$ cat config.mk
export PLATFORM = sky130hd
export DESIGN_NAME = booth_radix4_controller
export DESIGN_NICKNAME = d
export VERILOG_FILES = /design/src/rtl/booth_radix4_controller.sv
export SDC_FILE = /design/constraint.sdc
export NUM_CORES = 1
export LEC_CHECK = 0
export CORE_AREA = 2 2 39 41
export CTS_BUF_LIST = sky130_fd_sc_hd__clkbuf_4 sky130_fd_sc_hd__clkbuf_8
export DETAILED_ROUTE_END_ITERATION = 12
export DIE_AREA = 0 0 41 43
export HOLD_SLACK_MARGIN = 0.15
export PLACE_DENSITY = 0.75
export SLEW_MARGIN = 5
export SYNTH_ARGS = -nofsm -noshare
export SYNTH_HDL_FRONTEND = slang
export SYNTH_SLANG_ARGS = --single-unit
$ cat constraint.sdc
create_clock -name CLOCK -period 1.1 [get_ports CLOCK]
set_input_delay 0.11 -clock CLOCK [delete_from_list [all_inputs] [get_ports CLOCK]]
set_output_delay 0.11 -clock CLOCK [all_outputs]
set_load 0.05 [all_outputs]
$ cat src/rtl/booth_radix4_controller.sv
// Sequencer for a radix-4 Booth shift-and-add multiplier datapath: LOAD, EVAL/SHIFT per digit, FINISH.
// Optional build macro BOOTH_SKIP_ZERO_DIGIT_EN folds zero-digit EVAL cycles into a shift.
module booth_radix4_controller #(
  parameter int size = 8
) (
  input  logic       CLOCK,
  input  logic       RESET,
  input  logic       START,
  input  logic [2:0] control,
  output logic [1:0] accu_operatinal_mode_selector,
  output logic       accu_double,
  output logic       register_M_enable,
  output logic       shifter_LO_enable,
  output logic       shifter_HI_enable,
  output logic       shifter_X_enable,
  output logic       shifter_LO_operational_mode,
  output logic       shifter_HI_operational_mode,
  output logic       shifter_HI_clear,
  output logic       shifter_LO_clear,
  output logic       shifter_X_clear,
  output logic       BUSY,
  output logic       DONE
);

  localparam int ITER = size / 2;
  localparam int CW   = $clog2(ITER) + 1;
  localparam logic [CW-1:0] ITER_C = CW'(ITER);

  typedef enum logic [2:0] {
    ST_IDLE   = 3'd0,
    ST_LOAD   = 3'd1,
    ST_EVAL   = 3'd2,
    ST_SHIFT  = 3'd3,
    ST_FINISH = 3'd4
  } state_t;

  state_t          state_r, next_state_s;
  logic [CW-1:0]   count_r, count_next_s, count_inc_s;
  logic            last_s;
  logic [2:0]      digit_ctl_s;

  // Booth digit {q1,q0,q-1} -> {selector[1:0], double}
  function automatic logic [2:0] booth_decode(input logic [2:0] code);
    logic [2:0] res;
    case (code)
      3'b000, 3'b111: res = 3'b000;
      3'b001, 3'b010: res = 3'b010;
      3'b011:         res = 3'b011;
      3'b100:         res = 3'b101;
      3'b101, 3'b110: res = 3'b100;
      default:        res = 3'b000;
    endcase
    return res;
  endfunction

  assign count_inc_s = count_r + {{(CW-1){1'b0}}, 1'b1};
  assign last_s      = (count_inc_s == ITER_C);
  assign digit_ctl_s = booth_decode(control);

  // State and iteration counter registers
  always_ff @(posedge CLOCK) begin
    if (RESET) begin
      state_r <= ST_IDLE;
      count_r <= {CW{1'b0}};
    end else begin
      state_r <= next_state_s;
      count_r <= count_next_s;
    end
  end

  // Next-state and output decode
  always_comb begin
    next_state_s                  = state_r;
    count_next_s                  = count_r;
    accu_operatinal_mode_selector = 2'b00;
    accu_double                   = 1'b0;
    register_M_enable             = 1'b0;
    shifter_LO_enable             = 1'b0;
    shifter_HI_enable             = 1'b0;
    shifter_X_enable              = 1'b0;
    shifter_LO_operational_mode   = 1'b0;
    shifter_HI_operational_mode   = 1'b0;
    shifter_HI_clear              = 1'b0;
    shifter_LO_clear              = 1'b0;
    shifter_X_clear               = 1'b0;
    BUSY                          = 1'b0;
    DONE                          = 1'b0;
    case (state_r)
      ST_IDLE: begin
        if (START) begin
          next_state_s = ST_LOAD;
        end else begin
          next_state_s = ST_IDLE;
        end
      end
      ST_LOAD: begin
        register_M_enable = 1'b1;
        shifter_LO_enable = 1'b1;
        shifter_HI_clear  = 1'b1;
        shifter_X_clear   = 1'b1;
        BUSY              = 1'b1;
        count_next_s      = {CW{1'b0}};
        next_state_s      = ST_EVAL;
      end
      ST_EVAL: begin
        BUSY = 1'b1;
`ifdef BOOTH_SKIP_ZERO_DIGIT_EN
        // A zero digit needs no accumulate, so this cycle performs the shift directly
        if ((control == 3'b000) || (control == 3'b111)) begin
          shifter_HI_enable           = 1'b1;
          shifter_LO_enable           = 1'b1;
          shifter_HI_operational_mode = 1'b1;
          shifter_LO_operational_mode = 1'b1;
          shifter_X_enable            = 1'b1;
          count_next_s                = count_inc_s;
          if (last_s) begin
            next_state_s = ST_FINISH;
          end else begin
            next_state_s = ST_EVAL;
          end
        end else begin
          shifter_HI_enable             = 1'b1;
          accu_operatinal_mode_selector = digit_ctl_s[2:1];
          accu_double                   = digit_ctl_s[0];
          next_state_s                  = ST_SHIFT;
        end
`else
        shifter_HI_enable             = 1'b1;
        accu_operatinal_mode_selector = digit_ctl_s[2:1];
        accu_double                   = digit_ctl_s[0];
        next_state_s                  = ST_SHIFT;
`endif
      end
      ST_SHIFT: begin
        BUSY                        = 1'b1;
        shifter_HI_enable           = 1'b1;
        shifter_LO_enable           = 1'b1;
        shifter_HI_operational_mode = 1'b1;
        shifter_LO_operational_mode = 1'b1;
        shifter_X_enable            = 1'b1;
        count_next_s                = count_inc_s;
        if (last_s) begin
          next_state_s = ST_FINISH;
        end else begin
          next_state_s = ST_EVAL;
        end
      end
      ST_FINISH: begin
        DONE         = 1'b1;
        next_state_s = ST_IDLE;
      end
      default: begin
        next_state_s = ST_IDLE;
        count_next_s = {CW{1'b0}};
      end
    endcase
  end

endmodule

Word-level counts from Yosys, hierarchy flattened
Memories as Yosys holds them, arrays and structs flattened.
Cells that the tools add are included.
Widths: inputs -> output; s select.
{"block": "word_totals", "latch_bits": 0, "n_memories": 1, "elab_cells": 26, "output_inout_bits": 14, "register_bits": 6, "ram_bits": 0, "mem_bits_ro": 24}
{"memory": "(name not given)", "depth": 8, "word_bits": 3, "read_ports": 1, "rd_ports_with_merged_regs": 0, "write_ports": 0, "line": "45", "rtl": "case (code)"}
{"block": "op_classes", "bitwise": 0, "reduce_logical": 5, "add_sub_neg": 1, "order_cmp": 0, "n_mux": 12, "div_mod_pow": 0, "n_eq_ne": 5, "shifts": 0, "multipliers": 0}
{"cell": "$pmux 3 s4", "n": 1}
{"cell": "$mux 1", "n": 8}
{"cell": "$eq 3x2->1 const B", "n": 2}
{"cell": "$eq 3x3->1 const B", "n": 2}
{"cell": "$pmux 3 s2", "n": 1}
{"cell": "$reduce_or 3->1", "n": 2}
{"cell": "$reduce_or 2->1", "n": 2}
{"cell": "$add 3x1->3 const B", "n": 1}
{"cell": "$eq 3x1->1 const B", "n": 1}
{"cell": "$logic_not 3->1", "n": 1}
{"cell": "$mux 3", "n": 1}
{"cell": "$mux 2", "n": 1}

Longest topological paths before layout
{"block": "depth", "word_depth": 4, "ltp_mapped": 4, "mapped_depth_nobuf": 4}

Least setup slack after synthesis
No wires, ideal clock.
{"block": "synth_timing", "path_kind": "reg-to-output", "from": "register state_r[0]", "to": "output port shifter_HI_clear", "path_stages_with_launch": 4, "arrival_time_ns": 2.064, "setup_slack_ns": -1.074, "n_path_buf": 1, "cell_sequence": "dfxtp_1 -> inv_1 -> nor3_1 -> buf_4"}
{"block": "synth_via", "elab_chain_len": 2}
{"item": "start, declared", "line": "37", "rtl": "state_t state_r, next_state_s;"}
{"item": "start signal, assigned", "line": "66", "rtl": "state_r <= next_state_s;"}
{"item": "$eq 3x1->1"}
{"item": "$mux 1"}
{"item": "end, declared", "line": "18", "rtl": "output logic shifter_HI_clear,"}
Every way passes these cells.

Worst setup path in the final report
{"block": "layout_timing", "from": "register state_r[1]", "to": "output port shifter_HI_clear"}
{"block": "layout_via", "elab_chain_len": 2}
{"item": "$eq 3x1->1", "line": "88", "rtl": "case (state_r)"}
{"item": "$mux 1", "line": "88"}
Every way passes these cells.

==> flow_results.org <==
** Global route
- Global routing consumed, over all layers together, 15.8% of the routing resources.
- Summed over all layers, the global routing overflow is 0.
- The number of antenna violations at the first check in global routing came to 0.
- Entering global routing, the biggest net connects 7 pins.
- Number of global-route vias before repair :: 474
- Global-route wire length before repair :: 1.86 mm

** Pwr
- Power per cell area :: 907 nW/µm²
- The worst-case IR drop observed on VDD is 0.754 mV.
- Final Total Pwr :: 0.000913 W
- Lkg Pwr :: 0.421 nW

** Yosys
- The Yosys step of the flow raised 0 warnings.
- After synthesis the cells add up to 413 µm².
- The number of nets in the synthesized netlist is 58.
- Sequential area share after synthesis :: 29.1%
- Yosys cell types :: 25
- Ranking of synthesized cells by area :: sky130_fd_sc_hd__dfxtp_1, sky130_fd_sc_hd__buf_4, sky130_fd_sc_hd__nor2_1
- The largest total area in the synthesized netlist belongs to sky130_fd_sc_hd__dfxtp_1.
- Top FF cell, synth :: sky130_fd_sc_hd__dfxtp_1
- Among all cell types in the netlist, the one instantiated most often is sky130_fd_sc_hd__nor2_1.
- Counting every instance in the synthesized netlist gives 50.
- Synthesized area per cell :: 8.26 µm²
- Synthesis inferred 6 register bits.
- Of all flip-flops after synthesis, the portion carrying an async set or reset was 0%.
- Yosys mapped a number of flops with a built-in enable equal to 0.
- By count the netlist is led by sky130_fd_sc_hd__nor2_1, sky130_fd_sc_hd__buf_4, sky130_fd_sc_hd__dfxtp_1.
- Proportion of netlist area held by the largest area contributor :: 29.1%

** Setup path
- Data on the critical path is required at its endpoint by 0.99 ns.
- The signal on the critical path passes through buf_6 -> nor3_4 -> buf_4 -> buf_12.
- Data on the critical path arrives at its endpoint at 1.23 ns.
- In this design, the stage delay of the slowest critical-path cell is 0.36 ns.
- Dominant delay contributor by cell family on the critical path :: buffers and inverters
- Top fanout value on the critical path :: 5
- Slowest stage cell on the critical path :: sky130_fd_sc_hd__dfxtp_4
- Worst path buffer plus inverter count :: 3
- WS Path Type :: flip-flop to output port
- The worst setup path is launched from a flip-flop.
- Endpoint kind of the worst setup timing path :: output port

** Routing
- The count of nets left with antenna violations once routing finished came out at 0.
- Total Wirelength :: 1.29 mm
- After detailed routing, the average wire length per cell comes to 12.7 µm.
- Drt first pass iters :: 1
- After the first detailed-routing iteration, the DRC count stood at 0.
- Average via count per standard cell :: 4.64
- Count of unresolved DRC violations after routing :: 0
- Via count :: 469

** Timing
- Setup total negative slack on the finished layout was measured at -2.23 ns.
- Clock skew on the completed layout was measured at 0.00634 ns.
- Final Hold Viols :: 0
- Setup violations remaining at the end of the flow were counted as 15.
- The max-slew violation count was 0.
- Setup slack on the critical path of the routed design comes to -0.245 ns.
- Hold Slack :: 0.427 ns
- Setup repair after global routing could not meet its margin everywhere.
- The final critical path takes up 122% of the cycle.
- Achievable Freq :: 744 MHz
- Final worst path period need :: 1.34 ns

** Clock tree
- TritonCTS built the clock tree.
- Number of clock buffers inserted by TritonCTS :: 3
- For this design, the sink count on the clock tree is 6.
- The clock passes through at most 2 buffers.
- Master cell of the clock root buffer :: sky130_fd_sc_hd__clkbuf_4
- In this run the number of H-tree levels came out at 1.
- Later-pin clock latency in the skew report :: 0.25 ns
- After clock tree synthesis, the clock-pin slew on the worst setup and hold paths is 0.05 ns.

** Die
- After floorplanning, the core was divided into 14 placement rows.
- The die covers 1760 µm².
- Number of top-level pins :: 20
- Die boundary height :: 43 µm
- The die is 41 µm wide.
- For this configuration, the core starts out at a cell density of 29.8%.
- The region available for standard cell placement spans 1380 µm².

** Layout
- After filler insertion, the fill cell instance count of the layout stands at 98.
- For this run, the post-layout net count is 94.
- Share of post-route cells with drive strength above 1 :: 72.9%
- The number of antenna diodes in the final layout is 0.
- Area growth, synth to finish :: 144%
- Area taken by multi-input logic gates :: 334 µm²
- In the final layout, flip-flops and latches occupy 134 µm².
- Cell area after layout :: 1010 µm²

** Placement
- DP Worst Slack :: -0.302 ns
- At the end of routability-driven placement, the weighted congestion stood at 0.824.
- Half-perimeter wire length of the detailed placement result :: 799 µm
- Port bufs :: 18
- In this run the cell area measured after placement is 833 µm².

** Outcome
- Violated checks :: negative setup slack
- The flow ran to the end, but the final reports show violations.

** Hold path
- HP Class :: primary input to flip-flop

** Job
- Total of max-cap violations :: 0
-- where the power goes --
part | internal, W | total (W) | leakage (nW) | switching, W
registers | 0.000223 | 0.000235 | 0.0519 | 0.0000120
clock network | 0.000163 | 0.000255 | 0.0184 | 0.0000924
logic | 0.000213 | 0.000423 | 0.351 | 0.000210
-- layer usage --
layer	routed length, µm	track usage [%]
met5	0	0
met4	21	6.00
met3	56	4.71
met2	768	28.7
met1	442	15.3
-- cells in the final DEF, fill, tap and decap left out, types with 2 or more instances in the layout --
cell and count:
sky130_fd_sc_hd__buf_12 14, sky130_fd_sc_hd__buf_4 16, sky130_fd_sc_hd__buf_6 3, sky130_fd_sc_hd__clkbuf_4 4, sky130_fd_sc_hd__clkdlybuf4s50_1 3, sky130_fd_sc_hd__dfxtp_2 2, sky130_fd_sc_hd__dfxtp_4 3, sky130_fd_sc_hd__dlygate4sd2_1 2
sky130_fd_sc_hd__nand2_1 4, sky130_fd_sc_hd__nor2_1 5, sky130_fd_sc_hd__nor2_4 3, sky130_fd_sc_hd__nor3_4 2
-- repair_timing --
action / CTS / global route
hold buffers: 0 / 0
resized for setup: 11 / 10
pin swaps: 8 / 2
setup endpoints to repair: 15 / 17
cloned: 0 / 0
setup buffers: 7 / 2
-- kinds of logic after synthesis --
group           synth area share [%]
compound gates                  9.09
simple gates                    35.8
flops                           29.1
fa+ha+maj                       6.06
other cells                    0.908
xor+xnor                        2.12
mux                             2.42
buf+inv                         14.5
-- worst reg2reg max path, stage by stage (launching register included) --
cell                       delay, ns
sky130_fd_sc_hd__dfxtp_4        0.36
sky130_fd_sc_hd__buf_4          0.15
sky130_fd_sc_hd__nor2_4         0.12
sky130_fd_sc_hd__buf_4          0.14
sky130_fd_sc_hd__nand2_1        0.06
sky130_fd_sc_hd__a221oi_2       0.23
-- registers in the layout, summed over array words and instances (netlist names) --
register,count
count_r,3
state_r,3
-- final timing paths --
| check | start | to | slack (ns) | cells past startpoint |
|---|---|---|---|---|
| setup reg to reg | state_r[1] | count_r[2] | -0.03 | 5 |
| setup / recovery | state_r[1] | shifter_HI_clear | -0.24 | 4 |
| hold / removal | START | state_r[0] | 0.43 | 3 |
| hold reg to reg | count_r[2] | count_r[2] | 0.55 | 2 |
-- area by class of cell --
cell class / count / share of cell area [%]
sequential: 6 / 13.3
clock buffer: 4 / 2.99
inverter: 1 / 0.622
tap: 16 / 1.99
timing repair buffer: 38 / 47.9
multi-input combinational: 36 / 33.2
-- per-stage QoR --
step                utilization, %  instances
CTS                           69.1        100
global route                  72.7        101
global placement              60.2         89
detailed placement            60.2         89
floorplan                        -         50
finish                        72.7        101
Note: power is estimated with default switching activity, not from simulation.
